<file path="src/rtl/cache_set_ctrl.sv">
// Blocking controller for one 8-line cache set: tag compare, store-hit write-through, allocate-on-miss line fetch.
// Optional hit/miss counters are compiled in with `define CACHE_CTRL_STATS_EN.
module cache_set_ctrl #(
    parameter int unsigned MEM_TIMEOUT = 0
) (
    input  logic         clk,
    input  logic         reset,
    input  logic         cpu_req,
    input  logic         cpu_we,
    input  logic [31:0]  cpu_addr,
    input  logic [7:0]   cpu_wdata,
    output logic         cpu_done,
    output logic [7:0]   cpu_rdata,
    output logic [7:0]   c_dec,
    output logic [4:0]   c_offset,
    output logic [7:0]   c_byte,
    output logic [23:0]  c_tag,
    output logic         c_hit,
    output logic         c_mem_write,
    output logic         c_set_out,
    output logic         c_viv,
    output logic [255:0] c_fill,
    input  logic         line_valid,
    input  logic [23:0]  line_tag,
    input  logic [255:0] line_data,
    output logic         mem_req,
    output logic         mem_we,
    output logic [31:0]  mem_addr,
    output logic [7:0]   mem_wdata,
    input  logic         mem_ack,
    input  logic [255:0] mem_rdata,
    output logic         mem_err
`ifdef CACHE_CTRL_STATS_EN
    ,
    output logic [15:0]  hit_count,
    output logic [15:0]  miss_count
`endif
);

    typedef enum logic [2:0] {IDLE, COMPARE, WRITE, FETCH, FILL, DONE} state_t;

    state_t      state, state_nx;
    logic [31:0] addr_q;
    logic        we_q;
    logic [7:0]  wdata_q;
    logic [31:0] tmo_cnt;
    logic        hit;
    logic        tmo;

    assign hit = line_valid && (line_tag == addr_q[31:8]);
    assign tmo = (MEM_TIMEOUT != 0) && (tmo_cnt == MEM_TIMEOUT - 1);

    // Set-side controls come only from latched fields so the CPU port never reaches outputs.
    assign c_dec       = 8'b1 << addr_q[7:5];
    assign c_offset    = addr_q[4:0];
    assign c_tag       = addr_q[31:8];
    assign c_byte      = wdata_q;
    assign c_set_out   = (state == FILL);
    assign c_viv       = (state == FILL);
    assign cpu_done    = (state == DONE);
    assign mem_req     = (state == WRITE) || (state == FETCH);
    assign mem_we      = (state == WRITE);
    assign mem_wdata   = (state == WRITE) ? wdata_q : 8'h00;

    always_comb begin
        mem_addr = 32'h0;
        if (state == WRITE)
            mem_addr = addr_q;
        else if (state == FETCH)
            mem_addr = {addr_q[31:5], 5'b0};
    end

    always_comb begin
        state_nx    = state;
        c_hit       = 1'b0;
        c_mem_write = 1'b0;
        case (state)
            IDLE:    if (cpu_req) state_nx = COMPARE;
            COMPARE: begin
                if (hit && we_q) begin
                    c_hit       = 1'b1;
                    c_mem_write = 1'b1;
                    state_nx    = WRITE;
                end else if (hit) begin
                    state_nx = DONE;
                end else begin
                    state_nx = FETCH;
                end
            end
            WRITE:   if (mem_ack || tmo) state_nx = DONE;
            FETCH:   begin
                if (mem_ack)  state_nx = FILL;
                else if (tmo) state_nx = DONE;
            end
            FILL:    state_nx = COMPARE;
            DONE:    state_nx = IDLE;
            default: state_nx = IDLE;
        endcase
    end

    always_ff @(posedge clk or posedge reset) begin
        if (reset) begin
            state     <= IDLE;
            addr_q    <= 32'h0;
            we_q      <= 1'b0;
            wdata_q   <= 8'h0;
            cpu_rdata <= 8'h0;
            c_fill    <= 256'h0;
            mem_err   <= 1'b0;
            tmo_cnt   <= 32'h0;
        end else begin
            state <= state_nx;
            if (state == IDLE && cpu_req) begin
                addr_q  <= cpu_addr;
                we_q    <= cpu_we;
                wdata_q <= cpu_wdata;
            end
            if (state == COMPARE && hit && !we_q)
                cpu_rdata <= line_data[{addr_q[4:0], 3'b000} +: 8];
            if (state == FETCH && mem_ack)
                c_fill <= mem_rdata;
            if ((state == WRITE || state == FETCH) && !mem_ack && tmo)
                mem_err <= 1'b1;
            // WRITE and FETCH are always entered from another state, so this restarts the count.
            if (state == WRITE || state == FETCH)
                tmo_cnt <= tmo_cnt + 32'd1;
            else
                tmo_cnt <= 32'h0;
        end
    end

`ifdef CACHE_CTRL_STATS_EN
    logic relookup;

    always_ff @(posedge clk or posedge reset) begin
        if (reset) begin
            relookup   <= 1'b0;
            hit_count  <= 16'h0;
            miss_count <= 16'h0;
        end else begin
            if (state == FILL)
                relookup <= 1'b1;
            else if (state == IDLE)
                relookup <= 1'b0;
            if (state == COMPARE && !relookup) begin
                if (hit && hit_count != 16'hFFFF)
                    hit_count <= hit_count + 16'd1;
                else if (!hit && miss_count != 16'hFFFF)
                    miss_count <= miss_count + 16'd1;
            end
        end
    end
`endif

endmodule

</file>
<file path="config.mk">
export PLATFORM = sky130hd
export DESIGN_NAME = cache_set_ctrl
export DESIGN_NICKNAME = d
export VERILOG_FILES = /design/src/rtl/cache_set_ctrl.sv
export SDC_FILE = /design/constraint.sdc
export NUM_CORES = 1
export LEC_CHECK = 0
export BUFFER_PORTS_ARGS = -buffer_cell sky130_fd_sc_hd__buf_2
export CAP_MARGIN = 10
export CELL_PAD_IN_SITES_DETAIL_PLACEMENT = 1
export CELL_PAD_IN_SITES_GLOBAL_PLACEMENT = 2
export CORE_AREA = 2 2 361 363
export DETAILED_ROUTE_END_ITERATION = 6
export DIE_AREA = 0 0 363 365
export PLACE_DENSITY = 0.53
export SYNTH_ARGS = -nofsm -noshare
export SYNTH_HDL_FRONTEND = slang
export SYNTH_SLANG_ARGS = --single-unit
</file>
<file path="constraint.sdc">
create_clock -name clk -period 8.3 [get_ports clk]
set_clock_uncertainty 0.15 [all_clocks]
set_input_delay 0.415 -clock clk [delete_from_list [all_inputs] [get_ports clk]]
set_output_delay 0.415 -clock clk [all_outputs]
set_load 0.02 [all_outputs]
</file>
==> impl_metrics.toml <==
[clock_network]
cts_tree = "built"
cts_sinks = 308
cts_resized = 0
clk_latency_ps = 610
post_cts.repair.setup_buffers = 0
cts_root_buf = "clkbuf_16"
cts_buffers = 43
cts.htree.levels = 2
clk_pin_slew_ps = 60
clock_path_buffers = 3

[route]
drt_iter0_markers = 438
routedWlPerCell_um = 23.1
via_count = 13500
drt_wl_total_um = 90400
ant_nets = 0
drtPass1Iterations = 4
drcViolationCount = 0
viasPerCell = 3.44

[placed_design]
dp_cells = 3528
io_buffers = 937
place_congestion = 0.763
dp_hpwl_um = 73900

[synthesis]
synthDistinctLibCells = 41
synth_edf_count = 0
synth_top_area_share = 0.534
ys_seq_elements = 308
synth_area_um2 = 14400
synth_area_leaders = "dfrtp_1 53%, mux2_2 24%, mux2i_1 4.5%, mux4_2 3.6%, buf_4 2.0%"
syn_inst = 1000
synth.yosys.seq_area_share = 0.534
synth_top_area_cell = "dfrtp_1"
yosysWarningCount = 0
syn-num-nets = 1582
ys.flop_type = "dfrtp_1"
syn_area_per_cell_um2 = 14.4
async_flop_share = 1.00

[worst_setup_path]
rrSetupSlack_ps = 4390
path_class = "reg -> reg"
crit_buf_inv = 3
cp_cell_sequence = "nand2b_1 -> inv_1 -> nand3_4 -> buf_4 -> buf_4 -> mux2_2"
required_ps = 8640
crit_path_start_kind = "flip-flop"
cpMaxStageDelayCell = "nand3_4"
critPathMaxStageDelay_ps = 750
cp.arrival_ps = 4250
end_kind = "flip-flop"
critical_path.top_delay_family = "buffers and inverters"
crit_path_max_fanout = 57
critPathMostFrequentCell = "buf_4"

[finish]
synthToLayoutAreaGrowth_pct = 74.3
final_cell_mix = "937 x buf_2, 305 x dfrtp_1, 304 x mux2_2"
fin_nets = 2779
drive_gt1_frac = 0.609
layout_commonest_cell = "buf_2"
fin_util = 0.196
stdcell_count = 3914

[flow_run]
drv_cap = 0

[global_route]
antenna_found_initial = 43
grt_pass1_wl_um = 121000
grt_max_degree = 109
grt_overflow = 0
grt_usage = 0.131
grt_pass1_vias = 15000

[sta]
fin_setup_tns_ps = 0
finalMaxSlewViolations = 0
rsz0062_at_grt = "no"
hold_viol_final = 0
worstMarginPinSlew_ps = 1160
slew_headroom = 0.222
finalCritPeriodShare = 0.471
post-route-min-period_ps = 3910
finalSetupViolCount = 0
max_freq_ghz = 0.256

[status]
outcome = "finished clean"

[power]
ir_drop_mv = 0.172
p_per_area_nw_per_um2 = 372
power.leakage_nw = 11.8

[floorplan]
rows = 132
core-area_um2 = 129000
die_h_um = 365
die_w_um = 363
start_util = 0.112
die_area_um2 = 132000
ioPinCount = 939

[min_path]
hp-class = "in -> reg"
==> worst paths after layout <==
check | startpoint | endpoint | depth (start not counted)
min reg2reg | c_fill[114] | c_fill[114] | 1
max in group asynchronous | reset | c_fill[203] | 5
max reg2reg | state[2] | c_fill[171] | 6
max | state[2] | c_fill[171] | 6
min | line_valid | state[1] | 5
min in group asynchronous | reset | c_fill[48] | 3
==> cell usage after synthesis (4+ instances only) <==
library cell	instances
dfrtp_1	308
nor2_1	5
buf_4	39
a221oi_1	29
nor3_1	4
clkbuf_1	15
o21ai_1	6
mux4_2	23
nand3_1	4
nand2_1	9
nand4_1	12
and2_1	41
buf_2	41
o21ai_0	23
mux2i_1	65
nor3b_1	5
mux4_1	9
mux2_2	304
a21oi_1	4
xnor2_1	24
==> report_power, final <==
part | leakage [nW] | internal [W] | switching (W)
clock | 0.675 | 0.00104 | 0.000796
sequential | 3.69 | 0.00225 | 0.000685
combinational | 7.48 | 0.00186 | 0.00272
==> timing repair <==
item / in CTS / in global routing
endpoints found under the hold margin: 333 / 0
hold buffers: 299 / 0
setup endpoints to repair: 0 / 0
==> cell type report <==
class                   instances  area (um2)
diodes                         12        30.0
repair buffers               1251        7810
flip-flops and latches        308        7720
multi-input cells             590        6140
clock buffers                  57        1190
well taps                    1675        2100
fillers                     14800      103000
clock inverters                18         175
inverters                       3        15.0
==> layer usage <==
metal	wire (um)	share of wire	global-route usage	up-vias
li1	-	-	-	6036
met1	32300	0.36	0.136	6685
met2	46900	0.52	0.240	603
met3	9050	0.10	0.0549	125
met4	2120	0.023	0.0314	8
met5	54	0.00060	0	-
==> worst reg2reg max path, stage by stage, from the launching register on <==
cell      delay (ps)
dfrtp_1          450
nand2b_1         200
inv_1            400
nand3_4          760
buf_4            690
buf_4            710
mux2_2           450
==> registers in the layout (all words and copies together), names as in the netlist <==
register and count:
c_fill 256, c_byte 8, state 3, cpu_rdata 8
addr_q 32, we_q 1
==> through the flow <==
stage	hold WS (ps)	cell area (um2)	worst slack (ps)	power [W]
detailed placement	338	20800	4210	0.00756
global route	160	25200	3990	0.0100
CTS	99.8	25100	4190	0.00963
global placement	333	20800	4200	0.00753
floorplan	361	14400	3640	0.00553
finish	159	25200	4390	0.00936
==> logic make-up (layout without fill, tap and decap cells) <==
family                    count (synthesis)  count (layout)  synth area share
other                                     1              13          0.000260
DFF                                     308             308             0.534
and+or+nand+nor                          97              97            0.0425
buffers and inverters                   102            1329            0.0424
xor gates and xnor gates                 25              25            0.0152
muxes                                   401             401             0.334
AOI/OAI and AO/OA                        66              66            0.0315
(Power assumes the default switching activity.)
